$ cat src/rtl/seg_scan_if.sv
// seg_scan_if: load handshake, scan controls and display bus of the 7-segment scan controller
interface seg_scan_if;
  logic        enable;
  logic [15:0] value;
  logic        load;
  logic [3:0]  dp_in;
  logic [3:0]  blank;
  logic        lz_en;
  logic [2:0]  sel;
  logic [6:0]  SEG;
  logic        DP;
  logic        pending;
  logic        frame_done;
  modport master (
    output enable, value, load, dp_in, blank, lz_en,
    input  sel, SEG, DP, pending, frame_done
  );
  modport slave (
    input  enable, value, load, dp_in, blank, lz_en,
    output sel, SEG, DP, pending, frame_done
  );
endinterface

$ cat src/rtl/seg_scan_ctrl.sv
// seg_scan_ctrl: 4-digit 7-segment scanner with blanking gaps and frame-synchronous value updates
module seg_scan_ctrl #(
  parameter int DIGIT_CYCLES = 100000,
  parameter int GAP_CYCLES   = 8,
  parameter int CNT_W        = 17
) (
  input logic       clk,
  input logic       rst_n,
  seg_scan_if.slave bus
);
  typedef enum logic [1:0] {IDLE, SCAN, GAP} state_t;
  state_t st, st_n;
  logic [1:0] dig, dig_n;
  logic [CNT_W-1:0] cnt, cnt_n;
  logic [15:0] shadow, shadow_n, pend_r, pend_r_n;
  logic pend_n, boundary, idle_load, dark;
  function automatic logic [6:0] decode(input logic [3:0] h);
    case (h)
      4'h0: decode = 7'h40; 4'h1: decode = 7'h79; 4'h2: decode = 7'h24; 4'h3: decode = 7'h30;
      4'h4: decode = 7'h19; 4'h5: decode = 7'h12; 4'h6: decode = 7'h02; 4'h7: decode = 7'h78;
      4'h8: decode = 7'h00; 4'h9: decode = 7'h10; 4'hA: decode = 7'h08; 4'hB: decode = 7'h03;
      4'hC: decode = 7'h46; 4'hD: decode = 7'h21; 4'hE: decode = 7'h06; default: decode = 7'h0E;
    endcase
  endfunction
  function automatic logic suppressed(input logic [1:0] d, input logic [15:0] s, input logic [3:0] blank, input logic lz);
    suppressed = blank[d] | (lz & (d == 2'd3 ? s[15:12] == 4'h0 :
                                   d == 2'd2 ? s[15:8] == 8'h0 :
                                   d == 2'd1 ? s[15:4] == 12'h0 : 1'b0));
  endfunction
  always_comb begin
    st_n = st;
    dig_n = dig;
    cnt_n = cnt + CNT_W'(1);
    boundary = 1'b0;
    if (!bus.enable) begin
      st_n = IDLE;
      dig_n = 2'd0;
      cnt_n = '0;
    end else if (st == IDLE) begin
      st_n = SCAN;
      dig_n = 2'd0;
      cnt_n = '0;
    end else if (st == SCAN && cnt == CNT_W'(DIGIT_CYCLES - 1)) begin
      st_n = GAP;
      cnt_n = '0;
    end else if (st == GAP && cnt == CNT_W'(GAP_CYCLES - 1)) begin
      st_n = SCAN;
      dig_n = dig + 2'd1;
      cnt_n = '0;
      boundary = dig == 2'd3;
    end
    idle_load = bus.load && st == IDLE;
    shadow_n = idle_load ? bus.value : (boundary && bus.pending) ? pend_r : shadow;
    pend_r_n = (bus.load && !idle_load) ? bus.value : pend_r;
    // a load on the boundary edge re-arms pending rather than being applied now
    pend_n = idle_load ? bus.pending : bus.load | (bus.pending & ~boundary);
    dark = st_n != SCAN || suppressed(dig_n, shadow_n, bus.blank, bus.lz_en);
  end
  always_ff @(posedge clk or negedge rst_n) begin
    if (!rst_n) begin
      st <= IDLE;
      dig <= 2'd0;
      cnt <= '0;
      shadow <= 16'h0000;
      pend_r <= 16'h0000;
      bus.pending <= 1'b0;
      bus.frame_done <= 1'b0;
      bus.sel <= 3'b100;
      bus.SEG <= 7'h7F;
      bus.DP <= 1'b1;
    end else begin
      st <= st_n;
      dig <= dig_n;
      cnt <= cnt_n;
      shadow <= shadow_n;
      pend_r <= pend_r_n;
      bus.pending <= pend_n;
      bus.frame_done <= boundary;
      bus.sel <= st_n == SCAN ? {1'b0, dig_n} : 3'b100;
      bus.SEG <= dark ? 7'h7F : decode(shadow_n[{dig_n, 2'b00} +: 4]);
      bus.DP <= st_n == SCAN ? ~bus.dp_in[dig_n] : 1'b1;
    end
  end
endmodule

$ cat src/flat_wrapper.sv
// flat-port wrapper written by rule: the top's interface ports become plain ports
module seg_scan_ctrl_flat 
#(
  parameter int DIGIT_CYCLES = 100000,
  parameter int GAP_CYCLES   = 8,
  parameter int CNT_W        = 17
)
  (clk, rst_n, bus_enable, bus_value, bus_load, bus_dp_in, bus_blank, bus_lz_en, bus_sel, bus_SEG, bus_DP, bus_pending, bus_frame_done);
  seg_scan_if bus_i ();
  input logic clk;
  input logic rst_n;
  input wire logic [$bits(bus_i.enable)-1:0] bus_enable;
  input wire logic [$bits(bus_i.value)-1:0] bus_value;
  input wire logic [$bits(bus_i.load)-1:0] bus_load;
  input wire logic [$bits(bus_i.dp_in)-1:0] bus_dp_in;
  input wire logic [$bits(bus_i.blank)-1:0] bus_blank;
  input wire logic [$bits(bus_i.lz_en)-1:0] bus_lz_en;
  output wire logic [$bits(bus_i.sel)-1:0] bus_sel;
  output wire logic [$bits(bus_i.SEG)-1:0] bus_SEG;
  output wire logic [$bits(bus_i.DP)-1:0] bus_DP;
  output wire logic [$bits(bus_i.pending)-1:0] bus_pending;
  output wire logic [$bits(bus_i.frame_done)-1:0] bus_frame_done;
  assign bus_i.enable = bus_enable;
  assign bus_i.value = bus_value;
  assign bus_i.load = bus_load;
  assign bus_i.dp_in = bus_dp_in;
  assign bus_i.blank = bus_blank;
  assign bus_i.lz_en = bus_lz_en;
  assign bus_sel = bus_i.sel;
  assign bus_SEG = bus_i.SEG;
  assign bus_DP = bus_i.DP;
  assign bus_pending = bus_i.pending;
  assign bus_frame_done = bus_i.frame_done;
  seg_scan_ctrl #(.DIGIT_CYCLES(DIGIT_CYCLES), .GAP_CYCLES(GAP_CYCLES), .CNT_W(CNT_W)) u_core (.clk(clk), .rst_n(rst_n), .bus(bus_i));
endmodule
$ cat config.mk
export PLATFORM = sky130hd
export DESIGN_NAME = seg_scan_ctrl_flat
export DESIGN_NICKNAME = d
export VERILOG_FILES = /design/src/rtl/seg_scan_if.sv /design/src/rtl/seg_scan_ctrl.sv /design/src/flat_wrapper.sv
export SDC_FILE = /design/constraint.sdc
export NUM_CORES = 1
export LEC_CHECK = 0
export CORE_ASPECT_RATIO = 0.9
export CORE_MARGIN = 8
export CORE_UTILIZATION = 55
export CTS_BUF_LIST = sky130_fd_sc_hd__clkbuf_4
export CTS_CLUSTER_SIZE = 14
export DETAILED_ROUTE_END_ITERATION = 10
export GPL_TIMING_DRIVEN = 0
export PLACE_DENSITY = 0.89
export SLEW_MARGIN = 20
export SYNTH_ARGS = -nofsm -noshare
export SYNTH_HDL_FRONTEND = slang
export SYNTH_SLANG_ARGS = --single-unit
$ cat constraint.sdc
create_clock -name clk -period 3.45 [get_ports clk]
set_input_delay 0.5175 -clock clk [delete_from_list [all_inputs] [get_ports clk]]
set_output_delay 0.5175 -clock clk [all_outputs]
set_load 0.01 [all_outputs]
==> Flow_metrics.wiki, run 1 <==
{| class="wikitable"
! Metric !! Value
|-
| Chip height || roughly 93 µm
|-
| Required arrival time at the worst endpoint || around 3800 ps
|-
| Total of warnings raised by yosys || 0
|-
| Sequential element share of the synthesized area || 46.4%
|-
| Worst slack after detailed placement || -218 ps
|-
| Number of non-filler instances in the completed layout || approximately 500
|-
| Drt first-iter violations || 246
|-
| Count of unique library cells instantiated by Yosys || between 50 and 60
|-
| Detailed Place HPWL || 6120 µm
|-
| Total internal power || approximately 1.3 mW
|-
| Final-layout fill cell count || 514
|-
| Number of global-route vias before repair || about 3000
|-
| Max Slew Vio Count || 0
|-
| Final weighted congestion in routability-driven placement || 0.874
|-
| Proportion of power drawn by flip-flops and latches || around half
|-
| Starting utilization of the core area || a little under three fifths
|-
| Pin count of the biggest net entering global routing || 39
|-
| Syn-to-layout area delta || 21.4%
|-
| Logic pwr share || about 17%
|-
| Cell seen most often among critical-path stages || ha_1
|-
| Total global routing track utilization || a little under a fifth
|-
| CTS Sinks || between 60 and 70
|-
| PwrDens || roughly 400 nW/µm²
|-
| Synth Area per Inst || roughly 10 µm²
|-
| Via-to-Cell Ratio || a little under 6
|-
| Sum of met2 wire segment lengths after detailed routing || around 4000 µm
|-
| Clock latency on the worst-skew pair || 420 ps
|-
| Clock buffer depth || 2
|-
| Ratio of cells with drive above 1 in the final layout || 20.9%
|-
| Max capacitance violation total || 0
|-
| Post-synthesis sequential element count || between 60 and 70
|-
| Slowest cell on the critical path || or4_4
|-
| Number of detailed-routing iterations run before antenna repair || 6
|-
| Top layer in use || met4
|-
| Antenna violations before repair || 0
|-
| Worst reg2reg path startpoint || u_core.cnt[0]
|-
| Total Routed Length || ~8500 µm
|-
| Total routed wire length on the met1 layer || between 3000 and 4000 µm
|-
| Netlist area before placement || around 3600 µm²
|-
| TNS Setup || 0 ps
|-
| Overall power consumption || 1.75 mW
|-
| Io pins || 42
|-
| CTS Buf Count || 9
|-
| DRT antenna net count || 0
|-
| Hold/Removal Path Class || input pin to asynchronous set/reset pin
|-
| Total number of nets in the final design || between 400 and 500
|-
| R2R Path End || u_core.bus.SEG[6]
|-
| Post-layout min period || roughly 3300 ps
|-
| Delay of the slowest critical-path stage || 520 ps
|-
| Maximum frequency from static timing analysis || around 310 MHz
|-
| Overall overflow remaining after global route || 0
|-
| Clock skew || between 20 and 25 ps
|-
| Arrival time reported for the critical path endpoint || about 3600 ps
|-
| Net count after synthesis || 386
|-
| Most used flip-flop cell after synthesis || dfrtp_1
|-
| Slew @ Worst Pin || roughly 880 ps
|-
| Worst hold-check slack || just over 8 ps
|-
| Inserted Diodes || 0
|-
| Share of power burned in the clock network || roughly 34%
|-
| Worst Setup Slack, final || around 180 ps
|-
| Post-synth EDFFs || 0
|-
| Worst Setup Path Type || flop to flop
|-
| Count of placed standard cells including taps || between 400 and 500
|-
| Maximum level of the CTS H-tree || 3
|-
| Switching component of the power || 441 µW
|-
| Met3 Wirelength || between 600 and 700 µm
|-
| Buffers added on ports || 41
|-
| Start point of the critical path || u_core.cnt[0]
|-
| Register-to-register setup slack || 180 ps
|-
| Maximum vdd ir drop || 0.000232 V
|-
| Worst Setup End Kind || flop
|-
| Result of the run || complete, no violations
|-
| Standard-cell rows || 28
|-
| Cell chain of the critical path || ha_1 > nor3b_4 > nand3_4 > or4_4 > o21a_4 > and3_1 > a31o_1 > a221oi_4 > inv_2 > ha_1 > mux2_4 > nand2_1 > o211ai_2
|-
| Overall die area || between 9000 and 10000 µm²
|-
| Die Wd || between 100 and 150 µm
|-
| Share of total power consumed by net switching || roughly 25%
|-
| Number of instances in the synthesized netlist || 350
|-
| Fin crit share || ~95%
|-
| Asr flop ratio synth || 100%
|-
| CTS root buf || clkbuf_4
|-
| Worst setup SP type || flop
|-
| Placed standard-cell area || roughly 4100 µm²
|-
| Finished Cell Area || about 4400 µm²
|-
| Average routed wire per standard cell || about 17 µm
|-
| Count of buffering cells on the critical path with inverters included || 1
|-
| Pleak || roughly 1.7 nW
|-
| Clock slew at the register clock pins of the worst setup and hold paths || between 100 and 150 ps
|-
| Vias post-DR || ~2900
|-
| Remaining design rule violation count || 0
|-
| Worst reg2reg path depth || 13
|-
| CP Max Fanout || 9
|-
| Category of cells accounting for the largest share of critical-path delay || simple AND/OR/NAND/NOR gates
|-
| Share of the core filled with cells || between 60% and 70%
|-
| Final-report hold violation count || 0
|-
| Global-route wire length before repair || approximately 14000 µm
|-
| Slew HR || just over 40%
|-
| Setup violations, final || 0
|-
| CTS tree || built
|-
| Core Box Area || approximately 6400 µm²
|}
==> cell usage in the layout (no fill, tap or decap), types with 8 or more instances in the layout <==
master / synthesis / routed
o21ai_0: 17 / 17
o21ai_1: 8 / 8
clkdlybuf4s50_1: 0 / 40
nand3_1: 24 / 24
inv_1: 9 / 9
a21oi_1: 14 / 13
dfrtp_1: 57 / 57
nand2_1: 19 / 19
nor2_1: 48 / 48
dfstp_2: 9 / 9
mux2_2: 16 / 16
a31oi_1: 14 / 14
mux2i_1: 13 / 12
clkbuf_4: 0 / 14
==> metal layers <==
| layer | track usage [%] | vias up |
|---|---|---|
| li1 | - | 1369 |
| met1 | 24.4 | 1432 |
| met2 | 29.7 | 122 |
| met3 | 4.57 | 16 |
| met4 | 8.67 | 0 |
| met5 | 0 | - |
==> worst max path at each step <==
stage	slack [ps]	cells past startpoint	end
global placement	-260	1	u_core.bus.sel[1]
finish	180	13	u_core.bus.SEG[6]
global route	-10	13	u_core.bus.SEG[6]
detailed placement	-220	13	u_core.bus.SEG[1]
CTS	40	13	u_core.bus.SEG[6]
floorplan	380	13	u_core.bus.SEG[6]
==> power groups by stage <==
stage	Sequential, mW	Clock (mW)	Combinational (mW)
2_1_floorplan	0.876	0	0.166
3_3_place_gp	0.875	0	0.267
3_5_place_dp	0.878	0	0.280
4_1_cts	0.863	0.607	0.282
5_1_grt	0.869	0.637	0.317
6_report	0.863	0.595	0.288
==> sequential cells by signal, indices dropped and copies added, names as in the netlist <==
| name | flops |
|---|---|
| u_core.cnt | 17 |
| u_core.pend_r | 16 |
| u_core.shadow | 16 |
| u_core.bus.SEG | 7 |
| u_core.bus.sel | 3 |
| u_core.dig | 2 |
| u_core.st | 2 |
| u_core.bus.DP | 1 |
| u_core.bus.frame_done | 1 |
| u_core.bus.pending | 1 |
==> Yosys cell counts (6+ instances only) <==
master	number	share of area, %
dfrtp_1	57	40
nor2_1	48	5.0
nand3_1	24	3.4
nand2_1	19	2.0
o21ai_0	17	2.4
mux2_2	16	5.0
a21oi_1	14	2.0
a31oi_1	14	2.4
mux2i_1	13	3.6
dfstp_2	9	6.6
inv_1	9	0.94
o21ai_1	8	1.1
clkbuf_1	7	0.73
ha_1	7	2.4
and3_1	6	1.0
buf_2	6	0.84
xnor2_1	6	1.5
xor2_1	6	1.5
==> kinds of logic (layout without fill, tap and decap cells) <==
group                    after synthesis  in the layout  synth area share (%)
adder cells (fa/ha/maj)                7              7                  2.44
AND/OR/NAND/NOR                      128            128                  18.4
flip-flops                            66             66                  46.4
multiplexers                          33             33                  10.5
XOR/XNOR                              12             12                  2.93
AO/OA/AOI/OAI                         75             75                  14.6
buffers and inverters                 29             91                  4.64
==> final cells by class <==
class | instances | area (µm²) | area share, %
plain buffers | 18 | 116 | 2.67
clock buffers | 13 | 97.6 | 2.24
clock inverters | 3 | 63.8 | 1.47
inverters | 11 | 53.8 | 1.24
multi-input cells | 255 | 1790 | 41.0
flip-flops and latches | 66 | 1660 | 38.2
well taps | 90 | 113 | 2.59
repair buffers | 46 | 458 | 10.5
==> repair_timing <==
| item | 4_1_cts | 5_1_grt |
|---|---|---|
| setup endpoints to repair | 3 | 5 |
| pin swaps | 0 | 1 |
| buffers inserted | 0 | 4 |
| resized for setup | 1 | 8 |
| hold buffers | 0 | 0 |
Power figures use the tool's default switching activity.
==> run 2: changes to the inputs <==
CORE_UTILIZATION = 52   (was 55)
PLACE_DENSITY = 0.85   (was 0.89)
==> Flow_metrics.wiki, run 2 (synthesis gave the netlist of run 1 again) <==
{| class="wikitable"
! Metric !! Value
|-
| Detailed Place HPWL || 6170 µm (was 6120 µm)
|-
| Io pins || 42 (unchanged)
|-
| Slew @ Worst Pin || 961 ps (was 882 ps)
|-
| Fin crit share || 95.5% (was 94.8%)
|-
| Starting utilization of the core area || 54.1% (was 55.6%)
|-
| Pleak || 1.70 nW (was 1.72 nW)
|-
| Die Wd || 104 µm (was 101 µm)
|-
| Commonest non-fill, non-tap cell in the layout || dfrtp_1 (unchanged)
|-
| CTS Sinks || 66 (unchanged)
|-
| Overall power consumption || 1.64 mW (was 1.75 mW)
|-
| R2R Path End || u_core.bus.SEG[6] (unchanged)
|-
| Total number of nets in the final design || 444 (was 443)
|-
| Register-to-register setup slack || 160 ps (was 180 ps)
|-
| Maximum level of the CTS H-tree || 3 (unchanged)
|-
| Worst slack after detailed placement || -302 ps (was -218 ps)
|-
| Most used cells in the layout excluding fill and tap cells || dfrtp_1, nor2_1, clkdlybuf4s50_1 (unchanged)
|-
| Number of global-route vias before repair || 2940 (was 2959)
|-
| Number of detailed-routing iterations run before antenna repair || 6 (unchanged)
|-
| Slew HR || 35.5% (was 40.8%)
|-
| Setup violations, final || 0 (unchanged)
|-
| RSZ-0062 raised after global routing || true
|-
| Clock latency on the worst-skew pair || 410 ps (was 420 ps)
|-
| Worst reg2reg path depth || 13 (unchanged)
|-
| Overall die area || 9810 µm² (was 9360 µm²)
|-
| Inserted Diodes || 0 (unchanged)
|-
| Share of the core filled with cells || 65.4% (was 67.5%)
|-
| Final-report hold violation count || 0 (unchanged)
|-
| Worst Setup End Kind || flop (unchanged)
|-
| Required arrival time at the worst endpoint || 3780 ps (was 3800 ps)
|-
| Antenna violations before repair || 0 (unchanged)
|-
| Hold/Removal Path Class || input pin to asynchronous set/reset pin (unchanged)
|-
| End point of the critical path || u_core.bus.SEG[6] (unchanged)
|-
| Global-route wire length before repair || 14300 µm (was 14200 µm)
|-
| Total global routing track utilization || 18.0% (was 19.0%)
|-
| Average routed wire per standard cell || 17.2 µm (was 16.9 µm)
|-
| Maximum frequency from static timing analysis || 304 MHz (was 306 MHz)
|-
| Maximum vdd ir drop || 0.000280 V (was 0.000232 V)
|-
| Max capacitance violation total || 0 (unchanged)
|-
| Finished Cell Area || 4330 µm² (was 4350 µm²)
|-
| Syn-to-layout area delta || 20.8% (was 21.4%)
|-
| Total Routed Length || 8630 µm (was 8490 µm)
|-
| Chip height || 94.8 µm (was 92.6 µm)
|-
| Worst setup SP type || flop (unchanged)
|-
| Standard-cell rows || 28 (unchanged)
|-
| Placed standard-cell area || 4130 µm² (was 4120 µm²)
|-
| Clock buffer depth || 2 (unchanged)
|-
| CTS root buf || clkbuf_4 (unchanged)
|-
| Drt first-iter violations || 224 (was 246)
|-
| TNS Setup || 0 ps (unchanged)
|-
| Top register by number of flip-flops || u_core.cnt (unchanged)
|-
| Pin count of the biggest net entering global routing || 56 (was 39)
|-
| Vias post-DR || 2932 (was 2939)
|-
| Post-layout min period || 3290 ps (was 3270 ps)
|-
| CTS Buf Count || 9 (unchanged)
|-
| Clock slew at the register clock pins of the worst setup and hold paths || 110 ps (about the same)
|-
| CTS tree || built (unchanged)
|-
| Via-to-Cell Ratio || 5.84 (was 5.85)
|-
| Worst Setup Path Type || flop to flop (unchanged)
|-
| Buffers added on ports || 41 (unchanged)
|-
| Ratio of cells with drive above 1 in the final layout || 20.4% (was 20.9%)
|-
| Worst reg2reg path startpoint || u_core.cnt[0] (unchanged)
|-
| Worst Setup Slack, final || 156 ps (was 181 ps)
|-
| Clock skew || 8.54 ps (was 20.3 ps)
|-
| Final weighted congestion in routability-driven placement || 0.864 (was 0.874)
|-
| Result of the run || complete, no violations (unchanged)
|-
| PwrDens || 378 nW/µm² (was 401 nW/µm²)
|-
| Overall overflow remaining after global route || 0 (unchanged)
|-
| Max Slew Vio Count || 0 (unchanged)
|-
| Number of flip-flops under the largest register name || 17 (unchanged)
|-
| Core Box Area || 6620 µm² (was 6450 µm²)
|-
| Start point of the critical path || u_core.cnt[0] (unchanged)
|-
| Remaining design rule violation count || 0 (unchanged)
|-
| Arrival time reported for the critical path endpoint || 3630 ps (was 3620 ps)
|-
| DRT antenna net count || 0 (unchanged)
|-
| Registers with the most flip-flops || u_core.cnt x17, u_core.pend_r x16, u_core.shadow x16 (unchanged)
|-
| CP Max Fanout || 9 (unchanged)
|}
[run 2: changes by cell type in the layout (fill, tap and decap cells not counted), sizes merged]
| cell | previous run | this run |
|---|---|---|
| clkinv | 2 | 5 |
| dlygate4sd3 | 0 | 1 |
| buf | 16 | 17 |
| clkbuf | 21 | 17 |
| bufinv | 2 | 1 |
[run 2: stage by stage]
stage               cells  hold WS, ps
CTS                   498          468
global placement      481          475
floorplan             350          222
global route          502          471
finish                502          485
detailed placement    482          377
[run 2: report_power, final]
group	internal, mW	total [mW]	switching, mW
Combinational	0.140	0.289	0.149
Clock	0.217	0.487	0.270
Sequential	0.840	0.863	0.0227
[run 2: worst min path at each step]
stage	cells after the start	startpoint	end
2_1_floorplan	0	rst_n	u_core.bus.frame_done
3_3_place_gp	1	u_core.cnt[0]	u_core.cnt[0]
3_5_place_dp	1	rst_n	u_core.cnt[13]
4_1_cts	2	rst_n	u_core.pend_r[14]
5_1_grt	2	rst_n	u_core.cnt[14]
6_report	2	rst_n	u_core.cnt[14]
[run 2: per-layer routing]
metal  GRT usage [%]  wire (µm)
met1            22.9       3850
met2            29.0       4060
met3            4.56        557
met4            6.96        154
met5               0          0
[run 2: layout make-up]
cell class	instances	area, µm²
Fill cell	519	2290
Multi-Input combinational cell	255	1780
Sequential cell	66	1660
Timing Repair Buffer	48	483
Buffer	17	113
Tap cell	90	113
Clock buffer	10	75.1
Inverter	11	53.8
Clock inverter	5	46.3
[run 2: critical path, cell delays in order (launching register included)]
cell and delay [ps]:
dfrtp_1 410, ha_2 230, nor3b_4 280, nand3_4 170
or4_4 510, o21a_4 170, and3_1 150, a31o_1 220
a221oi_4 260, inv_2 110, ha_1 250, mux2_4 280
nand2_1 80, o211ai_2 80
[run 2: timing repair]
| action | 4_1_cts | 5_1_grt |
|---|---|---|
| endpoints found under the setup margin | 2 | 5 |
| buffers inserted | 0 | 5 |
| gates cloned | 0 | 0 |
| resized for setup | 1 | 8 |
| pin swaps | 0 | 1 |
| hold buffers | 1 | 0 |
| endpoints found under the hold margin | 11 | 0 |
==> run 3: changes to the inputs <==
--- a/config.mk
+++ b/config.mk
@@ -10,8 +10,10 @@
 export CORE_UTILIZATION = 52
 export CTS_BUF_LIST = sky130_fd_sc_hd__clkbuf_4
+export CTS_CLUSTER_DIAMETER = 80
 export CTS_CLUSTER_SIZE = 14
 export DETAILED_ROUTE_END_ITERATION = 10
 export GPL_TIMING_DRIVEN = 0
 export PLACE_DENSITY = 0.85
+export SKIP_LAST_GASP = 1
 export SLEW_MARGIN = 20
 export SYNTH_ARGS = -nofsm -noshare
==> constraint.sdc (replaced) <==
create_clock -name clk -period 3.45 [get_ports clk]
set_input_delay 0.5175 -clock clk [delete_from_list [all_inputs] [get_ports clk]]
set_output_delay 0.5175 -clock clk [all_outputs]
set_load 0.005 [all_outputs]
==> Flow_metrics.wiki, run 3 (synthesis gave the netlist of run 1 again) <==
{| class="wikitable"
! Metric !! Value
|-
| Via-to-Cell Ratio || 5.84 (unchanged)
|-
| Pin count of the biggest net entering global routing || 56 (unchanged)
|-
| Overall die area || 9810 µm² (unchanged)
|-
| Worst hold-check slack || 485 ps (unchanged)
|-
| CTS Buf Count || 9 (unchanged)
|-
| Hold/Removal Path Class || input pin to asynchronous set/reset pin (unchanged)
|-
| CP Max Fanout || 9 (unchanged)
|-
| Clock skew || 8.54 ps (unchanged)
|-
| Final-layout fill cell count || 519 (unchanged)
|-
| Slew HR || 35.5% (unchanged)
|-
| Number of detailed-routing iterations run before antenna repair || 6 (unchanged)
|-
| Delay of the slowest critical-path stage || 510 ps (about the same)
|-
| Average routed wire per standard cell || 17.2 µm (unchanged)
|-
| Total Routed Length || 8630 µm (unchanged)
|-
| Overall overflow remaining after global route || 0 (unchanged)
|-
| Buffers added on ports || 41 (unchanged)
|-
| Starting utilization of the core area || 54.1% (unchanged)
|-
| Ratio of cells with drive above 1 in the final layout || 20.4% (unchanged)
|-
| R2R Path End || u_core.bus.SEG[6] (unchanged)
|-
| Syn-to-layout area delta || 20.8% (unchanged)
|-
| Required arrival time at the worst endpoint || 3780 ps (about the same)
|-
| PwrDens || 378 nW/µm² (about the same)
|-
| Number of non-filler instances in the completed layout || 502 (unchanged)
|-
| Maximum level of the CTS H-tree || 3 (unchanged)
|-
| Worst reg2reg path depth || 13 (unchanged)
|-
| Worst slack after detailed placement || -302 ps (unchanged)
|-
| Count of placed standard cells including taps || 482 (unchanged)
|-
| Die Wd || 104 µm (unchanged)
|-
| TNS Setup || 0 ps (unchanged)
|-
| Worst Setup End Kind || flop (unchanged)
|-
| Result of the run || complete, no violations (unchanged)
|-
| Io pins || 42 (unchanged)
|-
| Arrival time reported for the critical path endpoint || 3630 ps (about the same)
|-
| CTS root buf || clkbuf_4 (unchanged)
|-
| Maximum frequency from static timing analysis || 304 MHz (unchanged)
|-
| Inserted Diodes || 0 (unchanged)
|-
| DRT antenna net count || 0 (unchanged)
|-
| Worst reg2reg path startpoint || u_core.cnt[0] (unchanged)
|-
| Final-report hold violation count || 0 (unchanged)
|-
| Number of flip-flops under the largest register name || 17 (unchanged)
|-
| Fin crit share || 95.5% (unchanged)
|-
| Final weighted congestion in routability-driven placement || 0.864 (unchanged)
|-
| Antenna violations before repair || 0 (unchanged)
|-
| Most used cells in the layout excluding fill and tap cells || dfrtp_1, nor2_1, clkdlybuf4s50_1 (unchanged)
|-
| Pleak || 1.70 nW (unchanged)
|-
| Number of global-route vias before repair || 2940 (unchanged)
|-
| Drt first-iter violations || 224 (unchanged)
|-
| Total number of nets in the final design || 444 (unchanged)
|-
| Maximum vdd ir drop || 0.000280 V (about the same)
|-
| Clock slew at the register clock pins of the worst setup and hold paths || 110 ps (about the same)
|-
| Registers with the most flip-flops || u_core.cnt x17, u_core.pend_r x16, u_core.shadow x16 (unchanged)
|-
| Worst setup SP type || flop (unchanged)
|-
| RSZ-0062 raised after global routing || true (unchanged)
|-
| Register-to-register setup slack || 160 ps (about the same)
|-
| CTS Sinks || 66 (unchanged)
|-
| Commonest non-fill, non-tap cell in the layout || dfrtp_1 (unchanged)
|-
| CTS tree || built (unchanged)
|-
| Slowest cell on the critical path || or4_4 (unchanged)
|-
| Chip height || 94.8 µm (unchanged)
|-
| Detailed Place HPWL || 6170 µm (unchanged)
|-
| Clock latency on the worst-skew pair || 410 ps (about the same)
|-
| Clock buffer depth || 2 (unchanged)
|-
| Vias post-DR || 2932 (unchanged)
|-
| Post-layout min period || 3290 ps (unchanged)
|-
| Share of the core filled with cells || 65.4% (unchanged)
|-
| Max capacitance violation total || 0 (unchanged)
|-
| Max Slew Vio Count || 0 (unchanged)
|-
| Global-route wire length before repair || 14300 µm (unchanged)
|-
| Top register by number of flip-flops || u_core.cnt (unchanged)
|-
| Setup violations, final || 0 (unchanged)
|-
| Standard-cell rows || 28 (unchanged)
|-
| Cell chain of the critical path || ha_2 > nor3b_4 > nand3_4 > or4_4 > o21a_4 > and3_1 > a31o_1 > a221oi_4 > inv_2 > ha_1 > mux2_4 > nand2_1 > o211ai_2 (unchanged)
|-
| Remaining design rule violation count || 0 (unchanged)
|-
| Slew @ Worst Pin || 961 ps (unchanged)
|-
| Worst Setup Path Type || flop to flop (unchanged)
|-
| Total global routing track utilization || 18.0% (unchanged)
|-
| Worst Setup Slack, final || 156 ps (unchanged)
|-
| Core Box Area || 6620 µm² (unchanged)
|}
-- run 3: stage by stage --
step / total power [mW] / instance area, µm²
after CTS: 1.64 / 4270
after detailed placement: 1.16 / 4130
after global routing: 1.71 / 4330
after global placement: 1.14 / 4110
final: 1.64 / 4330
after floorplan: 1.04 / 3580
-- run 3: area by class of cell --
cell class,instances,area [µm²],share of cell area [%]
Buffer,17,113,2.60
Clock buffer,10,75.1,1.73
Sequential cell,66,1660,38.4
Inverter,11,53.8,1.24
Timing Repair Buffer,48,483,11.2
Clock inverter,5,46.3,1.07
Tap cell,90,113,2.60
Multi-Input combinational cell,255,1780,41.2
-- run 3: worst max-delay path by stage --
| stage | start | to | depth (start not counted) |
|---|---|---|---|
| after detailed placement | bus_enable | u_core.bus.SEG[1] | 13 |
| after CTS | u_core.cnt[0] | u_core.bus.SEG[6] | 13 |
| final | u_core.cnt[0] | u_core.bus.SEG[6] | 13 |
| after global placement | rst_n | u_core.bus.sel[1] | 1 |
| after global routing | u_core.cnt[0] | u_core.bus.SEG[5] | 13 |
| after floorplan | u_core.cnt[0] | u_core.bus.SEG[6] | 13 |
-- run 3: routing by layer --
| layer | share of wire (%) | GRT usage, % | routed length [µm] |
|---|---|---|---|
| met1 | 45 | 22.9 | 3850 |
| met2 | 47 | 29.0 | 4060 |
| met3 | 6.5 | 4.56 | 557 |
| met4 | 1.8 | 6.96 | 154 |
| met5 | 0 | 0 | 0 |
-- run 3: repair_timing --
item | CTS | global route
hold endpoints to repair | 11 | 0
pin swaps | 0 | 1
setup endpoints to repair | 2 | 5
resized for setup | 1 | 8
hold buffers | 1 | 0
buffers inserted | 0 | 5
-- run 3: power breakdown --
group	total (mW)	switching, mW	internal, mW
Combinational	0.285	0.145	0.140
Clock	0.487	0.270	0.217
Sequential	0.863	0.0227	0.840
Total	1.64	0.438	1.20
-- run 3: worst max-delay path, delay by kind of cell, from the launching register on --
kind	cells	cell delay (ps)
compound gates	4	730
flops	1	410
fa+ha+maj	2	480
buf+inv	1	110
simple gates	5	1190
mux	1	280
